==> config.mk <==
export PLATFORM = sky130hd
export DESIGN_NAME = dcache_wb_flat
export DESIGN_NICKNAME = d
export VERILOG_FILES = /design/src/rtl/dcache_pkg.sv /design/src/rtl/dcache_wb_if.sv /design/src/rtl/dcache_way.sv /design/src/rtl/dcache_wb.sv /design/src/flat_wrapper.sv
export SDC_FILE = /design/constraint.sdc
export NUM_CORES = 2
export LEC_CHECK = 0
export BUFFER_PORTS_ARGS = -buffer_cell sky130_fd_sc_hd__buf_2
export CORE_MARGIN = 2
export CORE_UTILIZATION = 50
export DETAILED_ROUTE_END_ITERATION = 8
export GPL_TIMING_DRIVEN = 0
export PLACE_DENSITY = 0.74
export SYNTH_ARGS = -nofsm -noshare
export SYNTH_HDL_FRONTEND = slang
export SYNTH_SLANG_ARGS = --single-unit
==> constraint.sdc <==
create_clock -name clk -period 4.7 [get_ports clk]
set_input_delay 0.235 -clock clk [delete_from_list [all_inputs] [get_ports clk]]
set_output_delay 0.235 -clock clk [all_outputs]
set_load 0.02 [all_outputs]
==> src/rtl/dcache_pkg.sv <==
// Shared types and address-field helpers for the write-back data cache.
package dcache_pkg;

    typedef enum logic [1:0] {
        IDLE      = 2'd0,
        WRITEBACK = 2'd1,
        FILL      = 2'd2
    } dcache_state_e;

    typedef struct packed {
        logic valid;
        logic dirty;
    } line_meta_t;

    function automatic int unsigned off_bits(input int unsigned line_w,
                                             input int unsigned data_w);
        return $clog2(line_w / data_w);
    endfunction

    function automatic int unsigned idx_bits(input int unsigned num_sets);
        return $clog2(num_sets);
    endfunction

    function automatic int unsigned tag_bits(input int unsigned addr_w,
                                             input int unsigned line_w,
                                             input int unsigned data_w,
                                             input int unsigned num_sets);
        return addr_w - off_bits(line_w, data_w) - idx_bits(num_sets);
    endfunction

endpackage

==> src/rtl/dcache_wb_if.sv <==
// Core-side and memory-side signals of the data cache; the cache is the slave.
interface dcache_wb_if #(
    parameter int unsigned ADDRESS_WIDTH    = 32,
    parameter int unsigned DATA_WIDTH       = 32,
    parameter int unsigned CACHE_LINE_WIDTH = 128
);
    logic                          req_valid;
    logic                          store;
    logic [ADDRESS_WIDTH-1:0]      addr;
    logic [DATA_WIDTH-1:0]         data_in;
    logic [DATA_WIDTH/8-1:0]       byte_en;
    logic                          hit;
    logic [DATA_WIDTH-1:0]         data_out;
    logic                          stall;
    logic                          mem_req;
    logic                          mem_we;
    logic [ADDRESS_WIDTH-1:0]      mem_addr;
    logic [CACHE_LINE_WIDTH-1:0]   mem_wdata;
    logic [CACHE_LINE_WIDTH-1:0]   mem_rdata;
    logic                          mem_valid;

    modport master (
        output req_valid, store, addr, data_in, byte_en, mem_rdata, mem_valid,
        input  hit, data_out, stall, mem_req, mem_we, mem_addr, mem_wdata
    );

    modport slave (
        input  req_valid, store, addr, data_in, byte_en, mem_rdata, mem_valid,
        output hit, data_out, stall, mem_req, mem_we, mem_addr, mem_wdata
    );
endinterface

==> src/rtl/dcache_way.sv <==
// One cache way: per-set valid/dirty/tag/data storage with tag compare,
// byte-enabled word write and full-line fill.
module dcache_way import dcache_pkg::*; #(
    parameter int unsigned TAG_WIDTH        = 28,
    parameter int unsigned IDX_WIDTH        = 2,
    parameter int unsigned OFF_WIDTH        = 2,
    parameter int unsigned DATA_WIDTH       = 32,
    parameter int unsigned CACHE_LINE_WIDTH = 128,
    parameter int unsigned NUM_SETS         = 4
) (
    input  logic                        clk,
    input  logic                        rst_n,
    input  logic [IDX_WIDTH-1:0]        i_idx,
    input  logic [TAG_WIDTH-1:0]        i_tag,
    output logic                        o_hit,
    output line_meta_t                  o_meta,
    output logic [TAG_WIDTH-1:0]        o_tag,
    output logic [CACHE_LINE_WIDTH-1:0] o_line,
    input  logic                        i_wr_en,
    input  logic [OFF_WIDTH-1:0]        i_wr_off,
    input  logic [DATA_WIDTH-1:0]       i_wr_data,
    input  logic [DATA_WIDTH/8-1:0]     i_wr_be,
    input  logic                        i_fill_en,
    input  logic                        i_clean_en,
    input  logic [IDX_WIDTH-1:0]        i_upd_idx,
    input  logic [TAG_WIDTH-1:0]        i_fill_tag,
    input  logic [CACHE_LINE_WIDTH-1:0] i_fill_line
);
    localparam int unsigned WORDS = CACHE_LINE_WIDTH / DATA_WIDTH;

    logic [NUM_SETS-1:0]         r_valid;
    logic [NUM_SETS-1:0]         r_dirty;
    logic [TAG_WIDTH-1:0]        r_tag  [NUM_SETS];
    logic [CACHE_LINE_WIDTH-1:0] r_data [NUM_SETS];

    always_ff @(posedge clk or negedge rst_n) begin
        if (!rst_n) begin
            r_valid <= '0;
            r_dirty <= '0;
        end else begin
            if (i_fill_en) begin
                r_valid[i_upd_idx] <= 1'b1;
                r_dirty[i_upd_idx] <= 1'b0;
            end else if (i_clean_en) begin
                r_dirty[i_upd_idx] <= 1'b0;
            end
            if (i_wr_en) begin
                r_dirty[i_idx] <= 1'b1;
            end
        end
    end

    // Tag and data are plain storage; validity alone guards them after reset.
    always_ff @(posedge clk) begin
        if (i_fill_en) begin
            r_tag[i_upd_idx]  <= i_fill_tag;
            r_data[i_upd_idx] <= i_fill_line;
        end else if (i_wr_en) begin
            for (int w = 0; w < int'(WORDS); w++) begin
                for (int b = 0; b < int'(DATA_WIDTH / 8); b++) begin
                    if (i_wr_off == OFF_WIDTH'(w) && i_wr_be[b]) begin
                        r_data[i_idx][w*DATA_WIDTH + b*8 +: 8] <= i_wr_data[b*8 +: 8];
                    end
                end
            end
        end
    end

    assign o_hit        = r_valid[i_idx] && (r_tag[i_idx] == i_tag);
    assign o_meta.valid = r_valid[i_idx];
    assign o_meta.dirty = r_dirty[i_idx];
    assign o_tag        = r_tag[i_idx];
    assign o_line       = r_data[i_idx];

endmodule

==> src/rtl/dcache_wb.sv <==
// Set-associative write-back, write-allocate data cache: combinational hit path,
// victim writeback / line fill state machine with round-robin replacement.
module dcache_wb import dcache_pkg::*; #(
    parameter int unsigned ADDRESS_WIDTH    = 32,
    parameter int unsigned DATA_WIDTH       = 32,
    parameter int unsigned CACHE_LINE_WIDTH = 128,
    parameter int unsigned NUM_SETS         = 4,
    parameter int unsigned NUM_WAYS         = 2
) (
    input  logic       clk,
    input  logic       rst_n,
    dcache_wb_if.slave bus
);
    localparam int unsigned WORDS = CACHE_LINE_WIDTH / DATA_WIDTH;
    localparam int unsigned OFF   = off_bits(CACHE_LINE_WIDTH, DATA_WIDTH);
    localparam int unsigned IDX   = idx_bits(NUM_SETS);
    localparam int unsigned TAGW  = tag_bits(ADDRESS_WIDTH, CACHE_LINE_WIDTH, DATA_WIDTH, NUM_SETS);
    localparam int unsigned OFFW  = (OFF > 0) ? OFF : 1;
    localparam int unsigned IDXW  = (IDX > 0) ? IDX : 1;
    localparam int unsigned WAYW  = (NUM_WAYS > 1) ? $clog2(NUM_WAYS) : 1;

    logic [OFFW-1:0] w_off;
    logic [IDXW-1:0] w_idx;
    logic [TAGW-1:0] w_tag;

    assign w_off = OFFW'(bus.addr) & OFFW'(WORDS - 1);
    assign w_idx = IDXW'(bus.addr >> OFF) & IDXW'(NUM_SETS - 1);
    assign w_tag = TAGW'(bus.addr >> (OFF + IDX));

    function automatic logic [ADDRESS_WIDTH-1:0] line_addr(input logic [TAGW-1:0] tag,
                                                           input logic [IDXW-1:0] idx);
        return (ADDRESS_WIDTH'(tag) << (OFF + IDX)) | (ADDRESS_WIDTH'(idx) << OFF);
    endfunction

    dcache_state_e                r_state;
    logic [WAYW-1:0]              r_victim;
    logic                         r_by_ptr;
    logic [IDXW-1:0]              r_idx;
    logic [TAGW-1:0]              r_tag;
    logic [WAYW-1:0]              r_ptr [NUM_SETS];
    logic                         r_mem_req;
    logic                         r_mem_we;
    logic [ADDRESS_WIDTH-1:0]     r_mem_addr;
    logic [CACHE_LINE_WIDTH-1:0]  r_mem_wdata;

    logic [NUM_WAYS-1:0]          w_way_hit;
    logic [NUM_WAYS-1:0]          w_way_valid;
    logic [NUM_WAYS-1:0]          w_way_dirty;
    line_meta_t                   w_meta     [NUM_WAYS];
    logic [TAGW-1:0]              w_way_tag  [NUM_WAYS];
    logic [CACHE_LINE_WIDTH-1:0]  w_way_line [NUM_WAYS];
    logic                         w_hit;
    logic [DATA_WIDTH-1:0]        w_rdata;
    logic [WAYW-1:0]              w_victim;
    logic                         w_by_ptr;

    assign w_hit = bus.req_valid && (r_state == IDLE) && (|w_way_hit);

    for (genvar g = 0; g < int'(NUM_WAYS); g++) begin : g_way
        dcache_way #(
            .TAG_WIDTH        (TAGW),
            .IDX_WIDTH        (IDXW),
            .OFF_WIDTH        (OFFW),
            .DATA_WIDTH       (DATA_WIDTH),
            .CACHE_LINE_WIDTH (CACHE_LINE_WIDTH),
            .NUM_SETS         (NUM_SETS)
        ) u_way (
            .clk         (clk),
            .rst_n       (rst_n),
            .i_idx       (w_idx),
            .i_tag       (w_tag),
            .o_hit       (w_way_hit[g]),
            .o_meta      (w_meta[g]),
            .o_tag       (w_way_tag[g]),
            .o_line      (w_way_line[g]),
            .i_wr_en     (w_hit && bus.store && w_way_hit[g]),
            .i_wr_off    (w_off),
            .i_wr_data   (bus.data_in),
            .i_wr_be     (bus.byte_en),
            .i_fill_en   ((r_state == FILL) && bus.mem_valid && (r_victim == WAYW'(g))),
            .i_clean_en  ((r_state == WRITEBACK) && bus.mem_valid && (r_victim == WAYW'(g))),
            .i_upd_idx   (r_idx),
            .i_fill_tag  (r_tag),
            .i_fill_line (bus.mem_rdata)
        );
        assign w_way_valid[g] = w_meta[g].valid;
        assign w_way_dirty[g] = w_meta[g].dirty;
    end

    always_comb begin
        w_rdata = '0;
        for (int w = 0; w < int'(NUM_WAYS); w++) begin
            if (w_way_hit[w]) begin
                w_rdata = w_rdata | w_way_line[w][w_off*DATA_WIDTH +: DATA_WIDTH];
            end
        end
    end

    // Lowest-index invalid way wins; otherwise fall back to the set's pointer.
    always_comb begin
        w_victim = r_ptr[w_idx];
        w_by_ptr = 1'b1;
        for (int w = int'(NUM_WAYS) - 1; w >= 0; w--) begin
            if (!w_way_valid[w]) begin
                w_victim = WAYW'(w);
                w_by_ptr = 1'b0;
            end
        end
    end

    always_ff @(posedge clk or negedge rst_n) begin
        if (!rst_n) begin
            r_state     <= IDLE;
            r_victim    <= '0;
            r_by_ptr    <= 1'b0;
            r_idx       <= '0;
            r_tag       <= '0;
            r_mem_req   <= 1'b0;
            r_mem_we    <= 1'b0;
            r_mem_addr  <= '0;
            r_mem_wdata <= '0;
            for (int s = 0; s < int'(NUM_SETS); s++) begin
                r_ptr[s] <= '0;
            end
        end else begin
            case (r_state)
                IDLE: begin
                    if (bus.req_valid && !(|w_way_hit)) begin
                        r_victim  <= w_victim;
                        r_by_ptr  <= w_by_ptr;
                        r_idx     <= w_idx;
                        r_tag     <= w_tag;
                        r_mem_req <= 1'b1;
                        if (w_way_valid[w_victim] && w_way_dirty[w_victim]) begin
                            r_state     <= WRITEBACK;
                            r_mem_we    <= 1'b1;
                            r_mem_addr  <= line_addr(w_way_tag[w_victim], w_idx);
                            r_mem_wdata <= w_way_line[w_victim];
                        end else begin
                            r_state    <= FILL;
                            r_mem_we   <= 1'b0;
                            r_mem_addr <= line_addr(w_tag, w_idx);
                        end
                    end
                end
                WRITEBACK: begin
                    if (bus.mem_valid) begin
                        r_state    <= FILL;
                        r_mem_we   <= 1'b0;
                        r_mem_addr <= line_addr(r_tag, r_idx);
                    end
                end
                FILL: begin
                    if (bus.mem_valid) begin
                        r_state   <= IDLE;
                        r_mem_req <= 1'b0;
                        if (r_by_ptr) begin
                            r_ptr[r_idx] <= WAYW'((32'(r_ptr[r_idx]) + 32'd1) % 32'(NUM_WAYS));
                        end
                    end
                end
                default: r_state <= IDLE;
            endcase
        end
    end

    assign bus.hit       = w_hit;
    assign bus.data_out  = w_hit ? w_rdata : '0;
    assign bus.stall     = bus.req_valid && !w_hit;
    assign bus.mem_req   = r_mem_req;
    assign bus.mem_we    = r_mem_we;
    assign bus.mem_addr  = r_mem_addr;
    assign bus.mem_wdata = r_mem_wdata;

endmodule
==> src/flat_wrapper.sv <==
// flat-port wrapper written by rule: the top's interface ports become plain ports
module dcache_wb_flat import dcache_pkg::*;
#(
    parameter int unsigned ADDRESS_WIDTH    = 32,
    parameter int unsigned DATA_WIDTH       = 32,
    parameter int unsigned CACHE_LINE_WIDTH = 128,
    parameter int unsigned NUM_SETS         = 4,
    parameter int unsigned NUM_WAYS         = 2
)
  (clk, rst_n, bus_req_valid, bus_store, bus_addr, bus_data_in, bus_byte_en, bus_mem_rdata, bus_mem_valid, bus_hit, bus_data_out, bus_stall, bus_mem_req, bus_mem_we, bus_mem_addr, bus_mem_wdata);
  dcache_wb_if #(.ADDRESS_WIDTH(ADDRESS_WIDTH), .DATA_WIDTH(DATA_WIDTH), .CACHE_LINE_WIDTH(CACHE_LINE_WIDTH)) bus_i ();
  input  logic clk;
  input  logic rst_n;
  input wire logic [$bits(bus_i.req_valid)-1:0] bus_req_valid;
  input wire logic [$bits(bus_i.store)-1:0] bus_store;
  input wire logic [$bits(bus_i.addr)-1:0] bus_addr;
  input wire logic [$bits(bus_i.data_in)-1:0] bus_data_in;
  input wire logic [$bits(bus_i.byte_en)-1:0] bus_byte_en;
  input wire logic [$bits(bus_i.mem_rdata)-1:0] bus_mem_rdata;
  input wire logic [$bits(bus_i.mem_valid)-1:0] bus_mem_valid;
  output wire logic [$bits(bus_i.hit)-1:0] bus_hit;
  output wire logic [$bits(bus_i.data_out)-1:0] bus_data_out;
  output wire logic [$bits(bus_i.stall)-1:0] bus_stall;
  output wire logic [$bits(bus_i.mem_req)-1:0] bus_mem_req;
  output wire logic [$bits(bus_i.mem_we)-1:0] bus_mem_we;
  output wire logic [$bits(bus_i.mem_addr)-1:0] bus_mem_addr;
  output wire logic [$bits(bus_i.mem_wdata)-1:0] bus_mem_wdata;
  assign bus_i.req_valid = bus_req_valid;
  assign bus_i.store = bus_store;
  assign bus_i.addr = bus_addr;
  assign bus_i.data_in = bus_data_in;
  assign bus_i.byte_en = bus_byte_en;
  assign bus_i.mem_rdata = bus_mem_rdata;
  assign bus_i.mem_valid = bus_mem_valid;
  assign bus_hit = bus_i.hit;
  assign bus_data_out = bus_i.data_out;
  assign bus_stall = bus_i.stall;
  assign bus_mem_req = bus_i.mem_req;
  assign bus_mem_we = bus_i.mem_we;
  assign bus_mem_addr = bus_i.mem_addr;
  assign bus_mem_wdata = bus_i.mem_wdata;
  dcache_wb #(.ADDRESS_WIDTH(ADDRESS_WIDTH), .DATA_WIDTH(DATA_WIDTH), .CACHE_LINE_WIDTH(CACHE_LINE_WIDTH), .NUM_SETS(NUM_SETS), .NUM_WAYS(NUM_WAYS)) u_core (.clk(clk), .rst_n(rst_n), .bus(bus_i));
endmodule
---- After elaboration in Yosys (flattened, before gate mapping) ----
Memory sizes are Yosys's and may differ from the RTL's.
Cells that the tools add are included.
Widths: inputs -> output; s select.
storage, ports and cells
  bits in registers ....................... 216
  bits in writable memories ............... 1248
  input bits .............................. 201
  word-level logic and storage cells ...... 289
  memories ................................ 4
cells by class
  add/subtract/negate cells ............... 1
  magnitude comparators ................... 9
  equality and inequality tests ........... 10
  shifts and indexed selects .............. 2
  mux-type cells .......................... 181
  bitwise logic cells ..................... 15
  reductions and logical operators ........ 50
memories
  name                          depth  width  rd ports  clocked after Yosys merged registers in  write ports  line              source
  u_core.g_way[0].u_way.r_data  4      128    1         0                                        1            dcache_way.sv:34  logic [CACHE_LINE_WIDTH-1:0] r_data [NUM_SETS];
  u_core.g_way[1].u_way.r_data  4      128    1         0                                        1            dcache_way.sv:34
  u_core.g_way[0].u_way.r_tag   4      28     1         0                                        1            dcache_way.sv:33  logic [TAG_WIDTH-1:0] r_tag [NUM_SETS];
  u_core.g_way[1].u_way.r_tag   4      28     1         0                                        1            dcache_way.sv:33
operator list
  operator            count
  $mux 128            5
  $reduce_or 128->1   2
  $shiftx 128x8->32   2
  $mux 32             6
  $mux 1              139
  $or 32x4->32        3
  $mux 28             3
  $pmux 32 s2         1
  $eq 28x28->1        2
  $logic_and 1x1->1   35
  $mux 16             2
  $or 32x32->32       1
  $mux 4              6
  $or 4x4->4          4
  $reduce_and 3->1    5
  $bmux 1 s2          6
  $mux 2              6
  $and 4x4->4         2
  $demux 1 s2         3
  $eq 2x2->1 const B  3
  $ge 3x3->1 const B  2
  $lt 2x3->1 const B  2
  $ne 2x2->1 const B  3
  $not 2->3           2
  17 further kinds    23

---- Logic depth before layout (Yosys ltp) ----
  depth after elaboration ................. 14
  gate-level depth with buffers ........... 14

---- By module ----
Synthesis repeated with hierarchy kept, for this count alone.
unflattened totals
  cells, all modules ...................... 3783
  area total of the unflattened synthesis .. 61735.5 µm²
by module, submodules not included
  module                               instances  cells an instance  area an instance (µm²)  seq. area each (µm²)
  dcache_way at u_core.g_way[1].u_way  1          1348               25027.8                 18938.2
  dcache_way at u_core.g_way[0].u_way  1          1334               24965.2                 18938.2
  dcache_wb                            1          1101               11742.5                 4954.8

---- Worst setup path after synthesis ----
OpenSTA, ideal clock, no wires.
  kind .................................... input to register
  start point ............................. input port bus_addr[3]
  end point ............................... memory u_core.g_way[0].u_way.r_data[3][100] (enable)
  setup time .............................. 0.370 ns
  arrival ................................. 3.323 ns
  setup slack ............................. 1.006 ns
  stages .................................. 10
  path through ............................ buf_2 -> clkbuf_1 -> mux4_2 -> xor2_1 -> or4_4 -> or4_1 -> buf_6 -> mux2_4 -> buf_6 -> nor2_1
on the way
  word-level cells in the longest chain between the ends .. 12
  elaborated cells between the ends (all ways) .. 65
  classes of those cells .................. eq/ne (2); mux (54); reduce/logical (7); memory (2)
RTL lines
  element                                      line                source
  start: declaration                           flat_wrapper.sv:16  input wire logic [$bits(bus_i.addr)-1:0] bus_addr;
  $mem_v2 4x28 or $bmux 1 s2 (tied branches)   -
  $eq 28x28->1 or $mux 1 (tied branches)       dcache_way.sv:69    assign o_hit = r_valid[i_idx] && (r_tag[i_idx] == i_tag);
  $logic_and 1x1->1                            dcache_way.sv:69
  $reduce_or 2->1                              dcache_wb.sv:57     assign w_hit = bus.req_valid && (r_state == IDLE) && (|w_way_hit);
  $logic_and 1x1->1                            dcache_wb.sv:57
  $logic_and 1x1->1 (2 in a row)               dcache_wb.sv:76     .i_wr_en (w_hit && bus.store && w_way_hit[g]),
  $mux 1                                       dcache_way.sv:58    end else if (i_wr_en) begin
  $mux 1                                       dcache_way.sv:55    if (i_fill_en) begin
  $mux 1 (not written as such)                 dcache_way.sv:62    r_data[i_idx][w*DATA_WIDTH + b*8 +: 8] <= i_wr_data[b*8 +: 8];
  $reduce_or 128->1 (no line)                  -
  $mux 2 (no line) or $mux 16 (tied branches)  -
  end: declaration                             dcache_way.sv:34
Parallel ways exist; a longest one is shown, timed or not. The select of a mux whose other input is x is not followed.

---- Final worst setup path ----
  start point ............................. register u_core.r_state[1]
  end point ............................... memory u_core.g_way[1].u_way.r_data[1][68] (enable)
on the way
  word-level cells in the longest chain between the ends .. 10
  elaborated cells between the ends (all ways) .. 61
  classes of those cells .................. eq/ne (1); mux (52); reduce/logical (8)
RTL lines
  element                                      line              source
  start: declaration                           dcache_wb.sv:35   dcache_state_e r_state;
  start signal: assignment                     dcache_wb.sv:113  r_state <= IDLE;
  start signal: assignment                     dcache_wb.sv:135  r_state <= WRITEBACK;
  start signal: assignment                     dcache_wb.sv:140  r_state <= FILL;
  $logic_not 2->1                              dcache_wb.sv:57
  $logic_and 1x1->1 (2 in a row)               dcache_wb.sv:57
  $logic_and 1x1->1 (2 in a row)               dcache_wb.sv:76
  $mux 1                                       dcache_way.sv:58
  $mux 1                                       dcache_way.sv:55
  $mux 1 (not written as such)                 dcache_way.sv:62
  $reduce_or 128->1 (no line)                  -
  $mux 2 (no line) or $mux 16 (tied branches)  -
  end: declaration                             dcache_way.sv:34
Parallel ways exist; a longest one is shown, timed or not.

==> flow_metrics.tcl <==
set metrics [dict create \
    area_delta_synth_final_pct 18.8 \
    gp_congestion 0.938 \
    drt-vias-per-instance 6.52 \
    post-place-ws_ns -2.22 \
    drt.antenna.violating_nets 0 \
    routedWlPerCell_um 34.3 \
    critPathKind "reg2reg" \
    final_cell_area_um2 75500 \
    worst_ep_required_time_ns 5.12 \
    first_pass_iters 9 \
    worst-endpoint-arrival_ns 5.45 \
    rsz0062_at_grt "yes" \
    drt_iter0_drc 5492 \
    reg2reg_slack_ns -0.32 \
    syn_area_um2 63600 \
    combPwrFrac 0.177 \
    r2r-end "u_core.g_way[1].u_way.r_data[1][68]$_DFFE_PP_" \
    netlist_instances 3300 \
    final_util 0.600 \
    start_util 0.505 \
    core_area_um2 126000 \
    p_seq_frac 0.465 \
    ir_worst_vdd_uv 441 \
    ys_ff_latch 1462 \
    wirelength_um 201000 \
    startpoint_type "flip-flop" \
    internal_power_mw 24.3 \
    p_leak_nw 27.2 \
    final-setup-viol-count 125 \
    track_usage 0.305 \
    cts_inserted_buffers 151 \
    finalCritPeriodShare 1.07 \
    cts_buffer_depth 3 \
    violations "design-rule violations, negative setup slack" \
    p_clk_frac 0.358 \
    die_area_um2 130000 \
    htree_levels 4 \
    slew_violations 0 \
    r2r_cells 8 \
    critPathCaptureType "flip-flop" \
    overflow 0 \
    post_route_cells_drive_above_1_share 0.409 \
    dp_hpwl_um 143000 \
    status "complete, but fails checks" \
    clkSlewWorstSetupHoldPaths_ns 0.06 \
    slew_headroom 0.0507 \
    p_switching_mw 9.24 \
    synth_cell_types 57 \
    grt_pass1_wl_um 276000 \
    synth-edff-count 1248 \
    min_period_ns 5.02 \
    worstReg2RegStart "u_core.r_state[1]$_DFFE_PN0P_" \
    post_synth.cell_area_avg_um2 19.3 \
    async_flop_share 0.146 \
    power_density_nw_per_um2 444 \
    hold_end "u_core.g_way[0].u_way.r_data[3][34]$_DFFE_PP_" \
    cts_num_sinks 1462 \
    drcViolationCount 1 \
    port_buffers 382 \
    io_pins 397 \
    crit_slowest_cell "a21oi_1" \
    die_h_um 361 \
    antenna_found_initial 22 \
    multi_input_area_um2 19700 \
    hold_class "in2reg" \
    fin_nets 4268 \
    seqCellArea_um2 42800 \
    die_x_um 361 \
    yosysSeqAreaShare 0.674 \
    hold_viol_final 0 \
    ys.flop_type "edfxtp_1" \
    fillers 8934 \
    cp_cell_sequence "nor2_1, and2_1, clkbuf_1, nand2_1, nor2_1, nand4_1, clkbuf_1, a21oi_1" \
    cpPeakStageDelay_ns 0.96 \
    hold_depth 2 \
    swShare 0.276 \
    tritoncts "done" \
    fin_skew_ns 0.0589 \
    maxCapViolCount 0 \
    min_from "bus_data_in[2]" \
    setup_slack_ns -0.322 \
    worst-slew-pin-transition_ns 1.42 \
    root_buffer "clkbuf_16" \
    row_count 130 \
    critical_path.max_fanout 11 \
    yosysWarnings 0 \
    clock_latency_ns 0.82 \
    first_global_vias 37061 \
    max_clock_freq_mhz 199 \
    vias 38219 \
    grt_max_degree 88 \
    placed_area_um2 68000 \
]
==> per-layer routing <==
layer	up-vias	global-route usage	wire length [um]
li1	14879	-	-
met3	480	0.111	28700
met2	3028	0.453	89700
met4	18	0.131	9290
met1	19814	0.409	73100
met5	-	0	171
==> power by group through the flow <==
stage / Clock [mW] / Sequential, mW / Combinational, mW
5_1_grt: 12.5 / 15.7 / 6.00
3_5_place_dp: 0 / 15.8 / 5.47
3_3_place_gp: 0 / 15.8 / 5.32
2_1_floorplan: 0 / 15.8 / 3.15
6_report: 12.0 / 15.6 / 5.93
4_1_cts: 12.0 / 15.6 / 5.70
==> cell usage in the layout (no fill, tap or decap), types with 73 or more instances in the layout <==
| cell type | synthesis | final |
|---|---|---|
| mux2_2 | 409 | 409 |
| clkbuf_1 | 111 | 143 |
| dlygate4sd3_1 | 0 | 213 |
| mux4_2 | 365 | 365 |
| edfxtp_1 | 1248 | 1248 |
| clkbuf_16 | 0 | 153 |
| nand2_1 | 73 | 73 |
| dfrtp_1 | 214 | 214 |
| mux2i_1 | 84 | 83 |
| mux2_4 | 123 | 123 |
| nor2_1 | 116 | 107 |
| buf_2 | 48 | 419 |
==> worst max-delay path: cells and delay by family (launching register included) <==
| kind | cells | cell delay [ns] |
|---|---|---|
| compound gates | 1 | 0.96 |
| buf+inv | 2 | 1.40 |
| simple gates | 5 | 1.84 |
| flops | 1 | 0.41 |
==> stage by stage <==
step,setup TNS [ns],instances,total power [mW],hold WS (ns)
CTS,-0.662,5846,33.3,0.00285
detailed placement,-1781.28,5347,21.3,0.209
floorplan,0,3301,18.9,-0.0606
finish,-17.41,5860,33.5,0.0558
global route,-1.18,5851,34.2,0.0265
global placement,-2011.72,5333,21.1,0.444
==> what timing repair did <==
| item | CTS | global route |
|---|---|---|
| pin swaps | 4 | 1 |
| hold buffers | 213 | 0 |
| setup endpoints to repair | 1036 | 175 |
| buffers inserted | 5 | 0 |
| endpoints found under the hold margin | 1274 | 0 |
| resized for setup | 99 | 49 |
==> worst max path at each step <==
| stage | start | to | slack [ns] | depth (start not counted) |
|---|---|---|---|---|
| global placement | bus_addr[3] | u_core.g_way[1].u_way.r_data[3][46]$_DFFE_PP_ | -2.40 | 10 |
| floorplan | bus_addr[3] | u_core.g_way[0].u_way.r_data[3][100]$_DFFE_PP_ | 1.01 | 10 |
| CTS | u_core.r_state[1]$_DFFE_PN0P_ | u_core.g_way[1].u_way.r_data[1][92]$_DFFE_PP_ | -0.05 | 8 |
| finish | u_core.r_state[1]$_DFFE_PN0P_ | u_core.g_way[1].u_way.r_data[1][68]$_DFFE_PP_ | -0.32 | 8 |
| detailed placement | bus_addr[3] | u_core.g_way[1].u_way.r_data[2][88]$_DFFE_PP_ | -2.22 | 10 |
| global route | u_core.r_state[1]$_DFFE_PN0P_ | u_core.g_way[1].u_way.r_data[1][68]$_DFFE_PP_ | -0.08 | 8 |
==> layout make-up <==
type,count,area share
clock buffers,225,0.0561
flip-flops and latches,1462,0.567
clock inverters,57,0.00900
inverters,37,0.00184
plain buffers,220,0.0185
well taps,1650,0.0273
multi-input cells,1581,0.261
diodes,14,0.000464
repair buffers,614,0.0584
==> flip-flops by register name, indices dropped and copies added (netlist names) <==
register,cells
u_core.bus.mem_wdata,128
u_core.bus.mem_we,1
u_core.r_by_ptr,1
u_core.r_tag,28
u_core.r_victim,1
u_core.bus.mem_addr,30
u_core.bus.mem_req,1
u_core.r_idx,2
u_core.g_way.u_way.r_dirty,8
u_core.g_way.u_way.r_valid,8
u_core.g_way.u_way.r_tag,224
u_core.r_ptr,4
u_core.r_state,2
u_core.g_way.u_way.r_data,1024
==> synth_stat cells (all sizes together) (17+ instances only) <==
library cell / n / area share
a211oi: 30 / 0.0035
a21boi: 33 / 0.0039
a21oi: 94 / 0.0074
buf: 110 / 0.014
clkbuf: 111 / 0.0066
dfrtp: 214 / 0.084
edfxtp: 1248 / 0.59
inv: 37 / 0.0022
mux2: 548 / 0.10
mux2i: 85 / 0.014
mux4: 373 / 0.13
nand2: 73 / 0.0043
nand2b: 39 / 0.0038
nand4: 17 / 0.0017
nor2: 116 / 0.0068
o21ai: 17 / 0.0013
xnor2: 44 / 0.0061
==> cells by family (layout without fill, tap and decap cells) <==
kind of cell / Yosys count / count (layout) / share of synthesized area
muxes: 1006 / 1006 / 0.251
DFF: 1462 / 1462 / 0.674
xor gates and xnor gates: 58 / 58 / 0.00799
other: 1 / 16 / 0.0000590
buffers and inverters: 258 / 1153 / 0.0228
AOI/OAI and AO/OA: 229 / 229 / 0.0240
and+or+nand+nor: 286 / 286 / 0.0210
No activity file was read; power rests on OpenSTA's default activity.
